$ cat src/rtl/s_axi_lite_regs_pkg.sv
// Shared constants and helpers for the AXI4-Lite slave register file.
// The response codes are also used by the bus master's error decode.
package s_axi_lite_regs_pkg;

    localparam logic [1:0] RESP_OKAY   = 2'b00;
    localparam logic [1:0] RESP_SLVERR = 2'b10;

    // Ceiling log2. A value of 1 yields 0, so a one-byte data width needs no address LSBs.
    function automatic int clogb2(input int value);
        int result;
        int one;
        result = 0;
        one    = 1;
        for (int i = 0; i < 31; i++) begin
            if ((one << i) < value) begin
                result = i + 1;
            end else begin
                result = result;
            end
        end
        return result;
    endfunction

endpackage

$ cat src/rtl/axi_lite_regfile.sv
// NREG x DWIDTH register array with a byte-enable write port and a registered read port.
// The read port can be told to return zero, which is used for out-of-window reads.
module axi_lite_regfile
    import s_axi_lite_regs_pkg::*;
#(
    parameter int DWIDTH = 32,
    parameter int NREG   = 16,
    parameter int IDXW   = clogb2(NREG)
) (
    input  logic                   clk,
    input  logic                   rst,
    input  logic                   wr_en,
    input  logic [IDXW-1:0]        wr_idx,
    input  logic [DWIDTH-1:0]      wr_data,
    input  logic [DWIDTH/8-1:0]    wr_strb,
    input  logic                   rd_en,
    input  logic [IDXW-1:0]        rd_idx,
    input  logic                   rd_zero,
    output logic [DWIDTH-1:0]      rd_data,
    output logic [NREG*DWIDTH-1:0] regs
);

    localparam int NBYTES = DWIDTH / 8;

    logic [DWIDTH-1:0] mem_r [NREG];
    logic [DWIDTH-1:0] rd_data_r;

    // Register array: clear on reset, byte-lane write otherwise.
    always_ff @(posedge clk) begin
        if (rst) begin
            for (int k = 0; k < NREG; k++) begin
                mem_r[k] <= {DWIDTH{1'b0}};
            end
        end else if (wr_en) begin
            for (int i = 0; i < NBYTES; i++) begin
                if (wr_strb[i]) begin
                    mem_r[wr_idx][8*i +: 8] <= wr_data[8*i +: 8];
                end
            end
        end
    end

    // Read port: samples the pre-write contents when a write lands on the same edge.
    always_ff @(posedge clk) begin
        if (rst) begin
            rd_data_r <= {DWIDTH{1'b0}};
        end else if (rd_en) begin
            rd_data_r <= rd_zero ? {DWIDTH{1'b0}} : mem_r[rd_idx];
        end
    end

    assign rd_data = rd_data_r;

    for (genvar k = 0; k < NREG; k++) begin : g_flat
        assign regs[k*DWIDTH +: DWIDTH] = mem_r[k];
    end

endmodule

$ cat src/rtl/s_axi_lite_regs.sv
// AXI4-Lite slave terminating single-beat reads/writes into a byte-strobed register bank.
// Holds the AW/W slots, address decode, response flops and handshakes.
module s_axi_lite_regs
    import s_axi_lite_regs_pkg::*;
#(
    parameter int                DWIDTH = 32,
    parameter int                NREG   = 16,
    parameter logic [DWIDTH-1:0] BASE   = {DWIDTH{1'b0}}
) (
    input  logic                      clk,
    input  logic                      rst,
    input  logic                      awvalid,
    output logic                      awready,
    input  logic [DWIDTH-1:0]         awaddr,
    input  logic [2:0]                awprot,
    input  logic                      wvalid,
    output logic                      wready,
    input  logic [DWIDTH-1:0]         wdata,
    input  logic [DWIDTH/8-1:0]       wstrb,
    output logic                      bvalid,
    input  logic                      bready,
    output logic [1:0]                bresp,
    input  logic                      arvalid,
    output logic                      arready,
    input  logic [DWIDTH-1:0]         araddr,
    input  logic [2:0]                arprot,
    output logic                      rvalid,
    input  logic                      rready,
    output logic [DWIDTH-1:0]         rdata,
    output logic [1:0]                rresp,
    output logic [NREG*DWIDTH-1:0]    regs,
    output logic                      wr_stb,
    output logic [clogb2(NREG)-1:0]   wr_idx
);

    localparam int                NBYTES   = DWIDTH / 8;
    localparam int                ADDR_LSB = clogb2(NBYTES);
    localparam int                IDXW     = clogb2(NREG);
    localparam logic [DWIDTH-1:0] WINDOW   = DWIDTH'(NREG * NBYTES);

    logic                aw_full_r, w_full_r, bvalid_r, rvalid_r, wr_stb_r;
    logic [DWIDTH-1:0]   aw_addr_r, w_data_r;
    logic [NBYTES-1:0]   w_strb_r;
    logic [1:0]          bresp_r, rresp_r;
    logic [IDXW-1:0]     wr_idx_r;

    logic                aw_hs_s, w_hs_s, ar_hs_s, commit_s;
    logic                wr_in_range_s, rd_in_range_s;
    logic [DWIDTH-1:0]   wr_off_s, rd_off_s;
    logic [IDXW-1:0]     wr_reg_s, rd_reg_s;
    logic                unused_prot_s;

    assign unused_prot_s = ^{awprot, arprot};

    assign awready  = !aw_full_r && !bvalid_r;
    assign wready   = !w_full_r && !bvalid_r;
    assign arready  = !rvalid_r;
    assign aw_hs_s  = awvalid && awready;
    assign w_hs_s   = wvalid && wready;
    assign ar_hs_s  = arvalid && arready;
    assign commit_s = aw_full_r && w_full_r;

    // Offsets wrap in DWIDTH bits, so addresses below BASE land far out of the window.
    assign wr_off_s      = aw_addr_r - BASE;
    assign rd_off_s      = araddr - BASE;
    assign wr_in_range_s = wr_off_s < WINDOW;
    assign rd_in_range_s = rd_off_s < WINDOW;
    assign wr_reg_s      = wr_off_s[ADDR_LSB +: IDXW];
    assign rd_reg_s      = rd_off_s[ADDR_LSB +: IDXW];

    // AW and W holding slots; both empty together on commit.
    always_ff @(posedge clk) begin
        if (rst) begin
            aw_full_r <= 1'b0;
            w_full_r  <= 1'b0;
            aw_addr_r <= {DWIDTH{1'b0}};
            w_data_r  <= {DWIDTH{1'b0}};
            w_strb_r  <= {NBYTES{1'b0}};
        end else if (commit_s) begin
            aw_full_r <= 1'b0;
            w_full_r  <= 1'b0;
        end else begin
            if (aw_hs_s) begin
                aw_full_r <= 1'b1;
                aw_addr_r <= awaddr;
            end
            if (w_hs_s) begin
                w_full_r <= 1'b1;
                w_data_r <= wdata;
                w_strb_r <= wstrb;
            end
        end
    end

    // Write response and commit strobe.
    always_ff @(posedge clk) begin
        if (rst) begin
            bvalid_r <= 1'b0;
            bresp_r  <= 2'b00;
            wr_stb_r <= 1'b0;
            wr_idx_r <= {IDXW{1'b0}};
        end else begin
            wr_stb_r <= commit_s && wr_in_range_s;
            if (commit_s) begin
                bvalid_r <= 1'b1;
                bresp_r  <= wr_in_range_s ? RESP_OKAY : RESP_SLVERR;
                wr_idx_r <= wr_reg_s;
            end else if (bvalid_r && bready) begin
                bvalid_r <= 1'b0;
            end
        end
    end

    // Read response; rdata itself is held by the register file's read port.
    always_ff @(posedge clk) begin
        if (rst) begin
            rvalid_r <= 1'b0;
            rresp_r  <= 2'b00;
        end else if (ar_hs_s) begin
            rvalid_r <= 1'b1;
            rresp_r  <= rd_in_range_s ? RESP_OKAY : RESP_SLVERR;
        end else if (rready) begin
            rvalid_r <= 1'b0;
        end
    end

    axi_lite_regfile #(
        .DWIDTH (DWIDTH),
        .NREG   (NREG),
        .IDXW   (IDXW)
    ) u_regfile (
        .clk     (clk),
        .rst     (rst),
        .wr_en   (commit_s && wr_in_range_s),
        .wr_idx  (wr_reg_s),
        .wr_data (w_data_r),
        .wr_strb (w_strb_r),
        .rd_en   (ar_hs_s),
        .rd_idx  (rd_reg_s),
        .rd_zero (!rd_in_range_s),
        .rd_data (rdata),
        .regs    (regs)
    );

    assign bvalid = bvalid_r;
    assign bresp  = bresp_r;
    assign rvalid = rvalid_r;
    assign rresp  = rresp_r;
    assign wr_stb = wr_stb_r;
    assign wr_idx = wr_idx_r;

endmodule
$ cat config.mk
export PLATFORM = sky130hd
export DESIGN_NAME = s_axi_lite_regs
export DESIGN_NICKNAME = d
export VERILOG_FILES = /design/src/rtl/s_axi_lite_regs_pkg.sv /design/src/rtl/axi_lite_regfile.sv /design/src/rtl/s_axi_lite_regs.sv
export SDC_FILE = /design/constraint.sdc
export NUM_CORES = 1
export LEC_CHECK = 0
export ABC_AREA = 1
export ABC_CLOCK_PERIOD_IN_PS = 2050
export CAP_MARGIN = 20
export CORE_AREA = 2 2 260 262
export CTS_BUF_LIST = sky130_fd_sc_hd__clkbuf_16
export DETAILED_ROUTE_END_ITERATION = 12
export DIE_AREA = 0 0 262 264
export PLACE_DENSITY = 0.79
export SLEW_MARGIN = 20
export SYNTH_ARGS = -nofsm -noshare
export SYNTH_HDL_FRONTEND = slang
export SYNTH_SLANG_ARGS = --single-unit
$ cat constraint.sdc
create_clock -name clk -period 2.05 [get_ports clk]
set_input_delay 0.205 -clock clk [delete_from_list [all_inputs] [get_ports clk]]
set_output_delay 0.205 -clock clk [all_outputs]
set_load 0.02 [all_outputs]
==> summary by stage <==
Run status
The flow ran to the end, and the final reports show no timing, DRC or antenna violations.

Timing
The final number of max-transition violations is 0. Setup violations remaining at the end of the flow were counted as 0. Setup repair after global routing could not meet its margin everywhere. The worst path setup slack after routing is 0.03816 ns. For the pin with the worst max-slew slack, the measured transition is roughly 0.73 ns. The number of hold-slack violations in the final timing report is 0. In the finished design, the share of the clock period the worst path needs comes to around 98%.

Based on the critical path, the design can be clocked at up to 497.1 MHz. After layout, the minimum clock period comes to approximately 2.0 ns. On the final layout, the worst clock skew is between 0.03 and 0.04 ns. The worst pin sits at a relative slew slack of between 50% and 60%.

Setup path
The start-to-end type of the worst setup path is reg2reg. The worst setup path is launched from a flop. The category of the worst setup path capture point is a flop. For the worst flop-to-flop path, the logic depth is 11. The signal arrival time at the worst endpoint is between 2 and 2.5 ns. The required time at the worst-slack endpoint is between 2 and 2.5 ns. Of all nets on the critical path, the largest fanout is 9.

Route
The number of nets with antenna violations after detailed routing is 0. After the first detailed-routing iteration, the DRC count stood at between 3,000 and 4,000. The average detailed-routed wire length per instance is between 20 and 25 um. The first detailed-routing pass ran for 9 iterations. For this run, design rule violations remaining after detail routing come to 0. The routed layout has around 26,000 vias. Dividing the detail-routed via count by the number of cells gives approximately 5.7. The total detailed-routing wirelength is approximately 110,000 um.

Floorplanning
The die extent in y is roughly 260 um. The I/O pin count is around 670. The starting density of the core is between 40% and 50%.

The core region is about 0.067 mm2. After floorplanning, the core was divided into 95 placement rows. The die outline area is a little under 0.07 mm2. The floorplan step set the die width to 262 um.

Power
The largest vdd supply drop is 0.6298 mV. The power density of the placed cells is roughly 780 mW/mm2. The cell leakage power is between 10 and 15 nW. Summing internal, switching and leakage power gives 31.09 mW.

Placement
The final weighted congestion of routability-driven global placement is between 0.9 and 1. The number of buffers added on ports is between 600 and 700. Before CTS, the worst setup slack after placement is -0.01769 ns. The half-perimeter wire length of the detailed placement result is slightly above 80,000 um.

GRT
The number of antenna violations at the first check in global routing is 3. The via count of the first global-routing pass was approximately 24,000. The total congestion overflow is 0. The first global-routing pass estimated 156,400 um of wire. The largest net degree at the start of global routing is slightly below 90. The overall track demand over capacity in global routing is a little under a third.

Logic synthesis
Of the post-synthesis cell area, the dominant cell type holds 55.14%. Sorting the synthesized cells by area gives the leading types as sky130_fd_sc_hd__edfxtp_1 (55%), sky130_fd_sc_hd__nand3_1 (8.6%), sky130_fd_sc_hd__nand2_1 (8.5%). The synthesized instance count is 2,826. Yosys printed 0 warnings. Synthesis inferred 621 register bits. Of all cell types, the one taking the most synthesized area is sky130_fd_sc_hd__edfxtp_1. The average instance area after synthesis is between 9 and 10 um2. The portion of the post-synthesis area used by sequential elements is between 60% and 70%. The distinct cell type count of the synthesized netlist is 27. Summing every instance area after synthesis gives between 0.02 and 0.03 mm2.

CTS
The hold buffer count at cts is 0. Counting along the longest clock path gives a buffer depth of 3. TritonCTS built the clock tree.

The source-to-sink clock delay at the later pin of the worst-skew pair is between 0.6 and 0.7 ns. For this design, the sink count on the clock tree is a little over 600. TritonCTS created 66 clock buffers. The root buffer cell is sky130_fd_sc_hd__clkbuf_16.

The H-tree was split into 3 levels. The register clock-pin slew on the reported worst setup and hold paths is 0.07 ns.

Finish
The total number of nets in the final design is 3,724. The proportion of layout cells with a drive suffix above 1 is a little over an eighth. Counting the fill cells in the layout gives 5,324. The area added between synthesis and finish is 43.15%.

Min path
The cell depth of the worst hold path is 4. The classification of the worst-slack hold path is in2reg.

Job
Across the run, the number of max-cap violations was 0.
[report_power, final]
part	switching, mW	internal, mW	total [mW]
clock	5.14	7.17	12.3
combinational	2.67	1.56	4.23
sequential	0.429	14.1	14.5
total	8.25	22.8	31.1
[timing repair]
action	in CTS	in global routing
gates resized for setup	5	26
cloned	0	1
setup endpoints to repair	46	259
pin swaps	0	1
setup buffers	1	5
[registers in the layout, summed over array words and instances, names as in the netlist, 4 cells and up]
signal,cells
aw_addr_r,30
u_regfile.mem_r,512
u_regfile.rd_data,32
w_data_r,32
w_strb_r,4
wr_idx,4
[worst max-delay path: stages (launching register included)]
cell	delay (ns)
sky130_fd_sc_hd__dfxtp_1	0.32
sky130_fd_sc_hd__nor2_1	0.10
sky130_fd_sc_hd__nand2_1	0.06
sky130_fd_sc_hd__nor2_1	0.09
sky130_fd_sc_hd__nand4_1	0.17
sky130_fd_sc_hd__nor2_4	0.18
sky130_fd_sc_hd__buf_4	0.14
sky130_fd_sc_hd__buf_12	0.14
sky130_fd_sc_hd__buf_12	0.14
sky130_fd_sc_hd__nand4_4	0.10
sky130_fd_sc_hd__nand2_2	0.12
sky130_fd_sc_hd__buf_12	0.12
[placed cells by master (no fill, tap or decap), types with 40 or more instances in the layout]
cell | synthesis | final
sky130_fd_sc_hd__o21ai_0 | 72 | 72
sky130_fd_sc_hd__a21oi_1 | 77 | 77
sky130_fd_sc_hd__nor2_1 | 579 | 578
sky130_fd_sc_hd__clkbuf_16 | 0 | 70
sky130_fd_sc_hd__nand2_1 | 633 | 608
sky130_fd_sc_hd__buf_4 | 3 | 177
sky130_fd_sc_hd__dfxtp_1 | 109 | 107
sky130_fd_sc_hd__clkdlybuf4s50_1 | 0 | 651
sky130_fd_sc_hd__buf_12 | 4 | 77
sky130_fd_sc_hd__edfxtp_1 | 512 | 512
sky130_fd_sc_hd__nand3_1 | 480 | 480
sky130_fd_sc_hd__nor2_2 | 40 | 40
sky130_fd_sc_hd__nand4_4 | 49 | 49
[per-stage QoR]
step | util (%) | instances | TNS (ns) | area, um2 | hold WS [ns]
CTS | 59.76 | 4531 | 0 | 39780 | 0.008739
global placement | 56.36 | 4409 | -0.1369 | 37520 | 0.4261
global route | 59.96 | 4539 | -0.1502 | 39910 | 0.06682
finish | 59.97 | 4540 | 0 | 39920 | 0.05262
floorplan | - | 2827 | 0 | 27890 | 0.3639
detailed placement | 56.36 | 4409 | -0.2678 | 37520 | 0.4352
[final timing paths]
path                                   start                                   end  slack [ns]
hold reg to reg     w_data_r[0]$_SDFFE_PP0P_              w_data_r[0]$_SDFFE_PP0P_        0.44
hold / removal                           rst              w_data_r[7]$_SDFFE_PP0P_        0.05
setup / recovery  aw_addr_r[13]$_SDFFE_PP0P_  u_regfile.mem_r[2][13]$_SDFFCE_PN0P_        0.04
setup reg to reg  aw_addr_r[13]$_SDFFE_PP0P_  u_regfile.mem_r[2][13]$_SDFFCE_PN0P_        0.04
[cell families (layout without fill, tap and decap cells)]
logic type      after synthesis  in the layout  synth area share [%]
simple gates               1803           1803                 30.40
flops                       621            621                 62.96
buf+inv                     251           1088                 3.917
compound gates              150            150                 2.701
other cells                   1              5               0.01345
[area by class of cell]
class | instances | area (um2) | share of cell area, %
Clock inverter | 52 | 508.0 | 1.273
Sequential cell | 621 | 17560 | 43.99
Antenna cell | 3 | 7.507 | 0.01881
Tap cell | 873 | 1092 | 2.736
Inverter | 52 | 214.0 | 0.5360
Clock buffer | 69 | 1727 | 4.326
Multi-Input combinational cell | 1955 | 9314 | 23.33
Timing Repair Buffer | 915 | 9495 | 23.79
[cell usage after synthesis]
cell	number
sky130_fd_sc_hd__and2_0	1
sky130_fd_sc_hd__clkbuf_1	126
sky130_fd_sc_hd__nor2_4	1
sky130_fd_sc_hd__nand2_1	633
sky130_fd_sc_hd__buf_12	4
sky130_fd_sc_hd__conb_1	1
sky130_fd_sc_hd__inv_1	17
sky130_fd_sc_hd__nand4_1	2
sky130_fd_sc_hd__dfxtp_1	109
sky130_fd_sc_hd__o21ai_0	72
sky130_fd_sc_hd__clkinv_1	32
sky130_fd_sc_hd__inv_2	2
sky130_fd_sc_hd__nand4_2	15
sky130_fd_sc_hd__clkinv_2	1
sky130_fd_sc_hd__nand4_4	49
sky130_fd_sc_hd__nand2_2	1
sky130_fd_sc_hd__buf_8	2
sky130_fd_sc_hd__a21oi_1	77
sky130_fd_sc_hd__o21a_1	1
sky130_fd_sc_hd__edfxtp_1	512
sky130_fd_sc_hd__nor3_1	2
sky130_fd_sc_hd__nor2_1	579
sky130_fd_sc_hd__buf_4	3
sky130_fd_sc_hd__nor2_2	40
sky130_fd_sc_hd__buf_2	40
sky130_fd_sc_hd__nand3_1	480
sky130_fd_sc_hd__buf_1	24
[layer usage]
metal	wire length [um]	global-route usage [%]	part of all wire (%)	up-vias
met5	0	0	0	-
met4	6545	16.78	5.9	0
met3	13740	6.745	12	404
met2	52050	49.50	47	2059
met1	38350	38.72	35	12260
li1	-	-	-	11210
Note: power is estimated with default switching activity, not from simulation.
